==> src/rtl/fetch_unit.sv <==
// ============================================================================
// Module   : fetch_unit
// Purpose  : Instruction-fetch front end. Owns the PC, issues pipelined
//            requests to instruction memory, tracks in-flight requests in an
//            in-order PC queue and buffers returned words in a FIFO that is
//            presented to decode with a valid/ready handshake.
// Revision : 1.0 - initial release
// ============================================================================
`default_nettype none

module fetch_unit #(
   parameter int          XLEN            = 64,
   parameter logic [63:0] RESET_VECTOR    = 64'h0,
   parameter int          FIFO_DEPTH      = 4,
   parameter int          MAX_OUTSTANDING = 2
) (
   input  logic            clk,
   input  logic            rst_n,
   input  logic            run,
   output logic            imem_req_valid,
   input  logic            imem_req_ready,
   output logic [XLEN-1:0] imem_req_addr,
   input  logic            imem_resp_valid,
   input  logic [31:0]     imem_resp_data,
   input  logic            redirect_valid,
   input  logic [XLEN-1:0] redirect_pc,
   output logic            inst_valid,
   input  logic            inst_ready,
   output logic [31:0]     inst_data,
   output logic [XLEN-1:0] inst_pc
);

   localparam int FW = $clog2(FIFO_DEPTH);
   localparam int CW = $clog2(FIFO_DEPTH + 1);
   localparam int OW = $clog2(MAX_OUTSTANDING + 1);
   localparam int QW = (MAX_OUTSTANDING > 1) ? $clog2(MAX_OUTSTANDING) : 1;
   localparam int QN = 2 ** QW;
   localparam int SW = ((CW > OW) ? CW : OW) + 1;
   localparam logic [XLEN-1:0] RESET_PC = RESET_VECTOR[XLEN-1:0] & ~XLEN'(3);

   logic [XLEN-1:0] fetch_pc;

   // PC of every issued-but-unanswered request, oldest first
   logic [XLEN-1:0] pcq [QN];
   logic [QW-1:0]   pcq_wr;
   logic [QW-1:0]   pcq_rd;
   logic [OW-1:0]   outstanding;
   logic [OW-1:0]   discard;

   // Instruction buffer
   logic [31:0]     fifo_data [FIFO_DEPTH];
   logic [XLEN-1:0] fifo_pc   [FIFO_DEPTH];
   logic [FW-1:0]   wr_ptr;
   logic [FW-1:0]   rd_ptr;
   logic [CW-1:0]   fifo_count;

   logic [SW-1:0]   credit_used;
   logic            req_fire;
   logic            resp_take;
   logic            resp_drop;
   logic            push;
   logic            pop;

   function automatic logic [QW-1:0] q_next(input logic [QW-1:0] p);
      return (p == QW'(MAX_OUTSTANDING - 1)) ? '0 : p + QW'(1);
   endfunction

   // Buffered entries plus in-flight requests must fit in the FIFO, so a
   // response always has a slot when it lands.
   assign credit_used    = SW'(fifo_count) + SW'(outstanding);
   assign imem_req_valid = rst_n & run & ~redirect_valid
                         & (credit_used < SW'(FIFO_DEPTH))
                         & (outstanding < OW'(MAX_OUTSTANDING));
   assign imem_req_addr  = fetch_pc;
   assign req_fire       = imem_req_valid & imem_req_ready;

   // A response with nothing outstanding is a protocol error and is ignored.
   assign resp_take = imem_resp_valid & (outstanding != '0);
   assign resp_drop = resp_take & (discard != '0);
   // A response landing in a redirect cycle is stale and would be flushed.
   assign push      = resp_take & ~resp_drop & ~redirect_valid;
   assign pop       = inst_valid & inst_ready;

   assign inst_valid = (fifo_count != '0);
   assign inst_data  = inst_valid ? fifo_data[rd_ptr] : '0;
   assign inst_pc    = inst_valid ? fifo_pc[rd_ptr]   : '0;

   // Fetch PC: redirect target (word aligned) or advance on each accepted request
   always_ff @(posedge clk or negedge rst_n) begin
      if (!rst_n) begin
         fetch_pc <= RESET_PC;
      end else if (redirect_valid) begin
         fetch_pc <= redirect_pc & ~XLEN'(3);
      end else if (req_fire) begin
         fetch_pc <= fetch_pc + XLEN'(4);
      end
   end

   // PC queue storage: record the address of each accepted request
   always_ff @(posedge clk) begin
      if (req_fire) begin
         pcq[pcq_wr] <= fetch_pc;
      end
   end

   // In-flight bookkeeping: queue pointers, outstanding and stale-response count
   always_ff @(posedge clk or negedge rst_n) begin
      if (!rst_n) begin
         pcq_wr      <= '0;
         pcq_rd      <= '0;
         outstanding <= '0;
         discard     <= '0;
      end else begin
         if (req_fire) begin
            pcq_wr <= q_next(pcq_wr);
         end
         if (resp_take) begin
            pcq_rd <= q_next(pcq_rd);
         end
         case ({req_fire, resp_take})
            2'b10:   outstanding <= outstanding + OW'(1);
            2'b01:   outstanding <= outstanding - OW'(1);
            default: ;
         endcase
         // Every request still in flight after a redirect edge is stale,
         // including ones already marked stale by an earlier redirect.
         if (redirect_valid) begin
            discard <= outstanding - OW'(resp_take);
         end else if (resp_drop) begin
            discard <= discard - OW'(1);
         end
      end
   end

   // FIFO storage: write returned word with its PC from the queue head
   always_ff @(posedge clk) begin
      if (push) begin
         fifo_data[wr_ptr] <= imem_resp_data;
         fifo_pc[wr_ptr]   <= pcq[pcq_rd];
      end
   end

   // FIFO pointers and occupancy; redirect empties the buffer
   always_ff @(posedge clk or negedge rst_n) begin
      if (!rst_n) begin
         wr_ptr     <= '0;
         rd_ptr     <= '0;
         fifo_count <= '0;
      end else if (redirect_valid) begin
         wr_ptr     <= '0;
         rd_ptr     <= '0;
         fifo_count <= '0;
      end else begin
         if (push) begin
            wr_ptr <= wr_ptr + FW'(1);
         end
         if (pop) begin
            rd_ptr <= rd_ptr + FW'(1);
         end
         case ({push, pop})
            2'b10:   fifo_count <= fifo_count + CW'(1);
            2'b01:   fifo_count <= fifo_count - CW'(1);
            default: ;
         endcase
      end
   end

endmodule

`default_nettype wire

==> config.mk <==
export PLATFORM = sky130hd
export DESIGN_NAME = fetch_unit
export DESIGN_NICKNAME = d
export VERILOG_FILES = /design/src/rtl/fetch_unit.sv
export SDC_FILE = /design/constraint.sdc
export NUM_CORES = 1
export LEC_CHECK = 0
export ABC_AREA = 1
export BUFFER_PORTS_ARGS = -buffer_cell sky130_fd_sc_hd__buf_4
export CORE_MARGIN = 3
export CORE_UTILIZATION = 50
export CTS_CLUSTER_DIAMETER = 80
export DETAILED_ROUTE_END_ITERATION = 7
export PLACE_DENSITY = 0.7
export SETUP_SLACK_MARGIN = 0.1
export SLEW_MARGIN = 20
export SYNTH_ARGS = -nofsm -noshare
export SYNTH_HDL_FRONTEND = slang
export SYNTH_SLANG_ARGS = --single-unit
==> constraint.sdc <==
create_clock -name clk -period 7 [get_ports clk]
set_input_delay 0.7 -clock clk [delete_from_list [all_inputs] [get_ports clk]]
set_output_delay 0.7 -clock clk [all_outputs]
set_load 0.01 [all_outputs]
### Word level (Yosys, flattened, before mapping)

Memories as Yosys holds them, arrays and structs flattened.
Index checks and enable logic that the tools add are counted.

* add/subtract/negate cells: 12
* order comparisons: 2
* eq/ne operators: 4
* multiplexer cells: 19
* bitwise logic cells: 12
* reductions and logical operators: 9

Operator list (number)
* $mux W64: 3
* $add A64 B3 Y64 const B: 1
* $mux W32: 1
* $reduce_bool A2 Y1: 7
* $mux W2: 6
* $and A1 B1 Y1: 10
* $add A2 B1 Y2 const B: 3
* $mux W1: 6
* $pmux W3 S2: 1
* $reduce_bool A3 Y1: 2
* $add A3 B2 Y4: 1
* $eq A2 B1 Y1 const B: 2
* $eq A2 B2 Y1 const B: 2
* $lt A4 B3 Y1 const B: 1
* $pmux W2 S2: 1
* $sub A2 B1 Y2 const B: 2
* $add A3 B1 Y3 const B: 1
* $mux W3: 1
* $sub A3 B1 Y3 const B: 1
* $add A1 B1 Y1 const B: 2
* $lt A2 B2 Y1 const B: 1
* $not A1 Y1: 2
* $sub A2 B1 Y2: 1

* bits in registers: 77
* bits in writable memories: 512
* input bits: 103
* output and inout bits: 162
* word-level logic and storage cells: 69
* memories kept: 3

Memories
* fifo_pc: depth 4, width 64, read ports 1, clocked after Yosys merged registers in 0, write ports 1, line 52 `logic [XLEN-1:0] fifo_pc [FIFO_DEPTH];`
* fifo_data: depth 4, width 32, read ports 1, clocked after Yosys merged registers in 0, write ports 1, line 51 `logic [31:0] fifo_data [FIFO_DEPTH];`
* pcq: depth 2, width 64, read ports 1, clocked after Yosys merged registers in 0, write ports 1, line 44 `logic [XLEN-1:0] pcq [QN];`

### Logic depth before layout (Yosys ltp)

* depth in word-level cells: 9
* depth in mapped cells: 11
* depth with buffers taken out: 11

### Worst setup path before layout

Ideal clock, no wire load.

* path type: input -> register
* start: in redirect_valid
* end: mem fifo_data[0][0], enable pin
* library setup time: 0.548 ns
* arrival time: 5.046 ns
* slack: 1.406 ns
* stages on the path: 4
* path buffers: 1
* cells stage by stage: inv_1 buf_2 nand3_1 nor2_1

* longest elaborated chain between the ends: 4

Ends and longest elaborated chain
* from (decl): line 25 `input logic redirect_valid,`
* $not A1 Y1: line 81 `assign push = resp_take & ~resp_drop & ~redirect_valid;`
* $and A1 B1 Y1: line 81
* $mux W1: line 137 `if (push) begin`
* $mux W1 (implied by the code): line 138 `fifo_data[wr_ptr] <= imem_resp_data;`
* to (decl): line 51

Every way passes these cells.

### Final worst setup path

* start: reg rd_ptr[0]
* end: out inst_pc[28]

* longest elaborated chain between the ends: 2

Ends and longest elaborated chain
* from (decl): line 54 `logic [FW-1:0] rd_ptr;`
* from (signal assigned): line 158 `rd_ptr <= rd_ptr + FW'(1);`
* $mem_v2 Z4 W64
* $mux W64: line 86 `assign inst_pc = inst_valid ? fifo_pc[rd_ptr] : '0;`
* to (decl): line 30 `output logic [XLEN-1:0] inst_pc`

Every way passes these cells.

==> flow_summary.json <==
{
  "status": "finished clean",
  "path_class": "flop to primary output",
  "wl_per_cell_um": 18.95,
  "maxSlewViolCount": 0,
  "tritoncts": "built",
  "placedInstanceArea_um2": 27080,
  "grt_max_degree": 119,
  "grt_usage": 0.2362,
  "utilization": 0.5999,
  "hold_path.class": "input port to async pin",
  "tns_ps": 0,
  "firstDrtPassIters": 5,
  "synth_xor_area_frac": 0.01069,
  "synthAdderAreaFrac": 0.005394,
  "cts_sinks": 575,
  "ff2ff_path_depth": 9,
  "cts_hold_buffers": 0,
  "yosysTopAreaCellShare": 0.6107,
  "global_route.usage.met3": 0.03980,
  "cts_setup_buffers": 0,
  "nets": 2688,
  "syn_avg_cell_area_um2": 10.50,
  "rsz0062_at_grt": "no",
  "drt-total-wl_mm": 62.14,
  "synth_mux_area_frac": 0,
  "clk_pin_slew_ps": 60,
  "core_um2": 48150,
  "yosysTopAreaCell": "edfxtp_1",
  "grt_pass1_vias": 16896,
  "p_leak_nw": 11.19,
  "path_max_fanout": 81,
  "drc": 0,
  "ys_top_cells_by_area": "edfxtp_1 (61%), nand2_1 (7.9%), dfrtp_1 (7.6%), nor2_1 (7.5%), o21ai_0 (4.8%)",
  "reg2reg_from": "fifo_count[1]$_DFFE_PN0P_",
  "cts_made_buffers": 58,
  "vias": 17369,
  "rr_endpoint": "imem_req_addr[12]$_DFFE_PN0P_",
  "io_pins": 265,
  "irDropWorstVdd_uv": 167.9,
  "die_h_um": 227.7,
  "period_needed_ps": 4476,
  "ys.warnings.count": 0,
  "grt_pass1_wl_mm": 96.14,
  "hpwl_mm": 39.76,
  "clock_latency_ps": 610,
  "row_count": 80,
  "root_buffer": "clkbuf_16",
  "top_usage_layer": "met2",
  "drt_iter0_markers": 1463,
  "crit_path_end_kind": "primary output",
  "post_cts_resized": 0,
  "antennaDiodeCount": 0,
  "rrSetupSlack_ps": 3820,
  "grt-ovfl-total": 0,
  "port_buffers": 258,
  "ys_ff_latch": 575,
  "areaGrowthSynthToFinish_pct": 17.47,
  "initial_core_util": 0.5107,
  "post_drt_via_cell_ratio": 5.297,
  "synth-compound-area-share": 0.07598,
  "routabilityCongestion": 0.8935,
  "finClkSkew_ps": 22.27,
  "clockBufferDepth": 3,
  "worst_ep_arrival_time_ps": 3780,
  "relSlewSlack": 0.3574,
  "yosysSeqAreaShare": 0.6870,
  "htree_levels": 2,
  "syn_inst": 2342,
  "fmax_ghz": 0.2234,
  "final_area_um2": 28880,
  "finalHoldViolCount": 0,
  "powerDensity_nw_per_um2": 336.6,
  "grt_util_met1": 0.3306,
  "drive_above_1_share": 0.1544,
  "die-area_um2": 51870,
  "tightestPinTransition_ps": 962.9,
  "ys_types": 34,
  "cap_violations": 0,
  "ant_nets": 0,
  "synthSimpleGateAreaFrac": 0.1804,
  "netlist_area_um2": 24590,
  "die_w_um": 227.7,
  "antenna_found_initial": 0,
  "met2_usage": 0.3854,
  "critPathLaunchType": "flop",
  "required_ps": 6300,
  "finalSetupViolCount": 0,
  "finalCritPeriodShare": 0.6395,
  "synth_top_family_by_area": "simple AND/OR/NAND/NOR gates"
}
through the flow:
stage	total power [mW]	hold WS (ps)	std cells	worst slack, ps
6_report	9.720	108.3	3279	2524
5_1_grt	10.22	132.9	3279	2251
4_1_cts	9.786	108.4	3278	2515
3_5_place_dp	6.904	538.6	3170	2975
3_3_place_gp	6.826	532.3	3170	3042
2_1_floorplan	5.716	404.4	2345	1406
final cells by class:
class	instances	area, um2
fillers	3897	19260
multi-input cells	1526	6765
inverters	135	513.0
flip-flops and latches	575	16900
clock buffers	85	1583
well taps	656	820.8
repair buffers	279	2107
clock inverters	23	195.2
synth_stat cells:
cell	number
nand3b_1	1
o21ai_1	19
buf_4	5
o21ai_0	235
clkbuf_1	54
buf_6	2
nand3_2	2
clkbuf_2	1
o21a_1	1
nand2_1	515
a21oi_1	97
nand2_4	3
dfrtp_1	75
nand3_1	74
inv_1	128
ha_1	9
fa_1	1
nor2_8	1
inv_2	6
clkinv_1	1
o211ai_1	13
nand4_1	6
nor2_4	4
nor2_2	10
a31oi_1	1
conb_1	1
nand2_2	9
nor2_1	490
buf_2	33
nor3_2	1
xnor2_1	6
xor2_1	24
buf_1	14
edfxtp_1	500
logic make-up after synthesis:
family                   count (synthesis)
other                                    1
buffers and inverters                  244
AND/OR/NAND/NOR                       1116
adder cells (fa/ha/maj)                 10
AO/OA/AOI/OAI                          366
XOR/XNOR                                30
flip-flops                             575
metal layers:
layer,vias up,part of all wire
met4,0,0.025
met2,605,0.48
met1,8324,0.43
met5,-,0
li1,8345,-
met3,95,0.069
critical path: stages (launching register included):
cell,delay [ps]
dfrtp_4,680
buf_4,760
buf_4,790
nor2_1,120
nor2_1,110
o21ai_0,90
a21oi_1,330
buf_4,190
worst max path at each step:
stage | from | cells after the start | end
floorplan | redirect_valid | 4 | fifo_data[0][0]$_DFFE_PP_
global placement | redirect_valid | 9 | imem_req_addr[4]$_DFFE_PN0P_
detailed placement | redirect_valid | 9 | imem_req_addr[7]$_DFFE_PN0P_
CTS | rd_ptr[0]$_DFFE_PN0P_ | 7 | inst_pc[53]
global route | rd_ptr[0]$_DFFE_PN0P_ | 7 | inst_pc[53]
finish | rd_ptr[0]$_DFFE_PN0P_ | 7 | inst_pc[28]
flip-flops by register name (all words and copies together), names as in the netlist:
| signal | count |
|---|---|
| discard | 2 |
| fifo_pc | 248 |
| wr_ptr | 2 |
| rd_ptr | 2 |
| pcq_wr | 1 |
| imem_req_addr | 62 |
| outstanding | 2 |
| pcq | 124 |
| pcq_rd | 1 |
| fifo_data | 128 |
| fifo_count | 3 |
cell usage in the layout, fill, tap and decap left out, drive strengths merged:
cell      netlist  layout
a21oi          97      97
a31oi           1       1
buf            54     279
bufinv          0       2
clkbuf         55      85
clkinv          1      16
clkinvlp        0       2
conb            1       4
dfrtp          75      75
edfxtp        500     500
fa              1       1
ha              9       9
inv           134     138
nand2         527     527
nand3          76      76
nand3b          1       1
nand4           6       6
nor2          505     505
nor3            1       1
o211ai         13      13
o21a            1       1
o21ai         254     254
xnor2           6       6
xor2           24      24
report_power, final:
| part | internal (mW) | switching (mW) | total, mW |
|---|---|---|---|
| Sequential | 4.11 | 0.200 | 4.31 |
| Clock | 1.64 | 1.25 | 2.89 |
| Combinational | 0.860 | 1.65 | 2.51 |
| Total | 6.62 | 3.10 | 9.72 |
(Power assumes the default switching activity.)
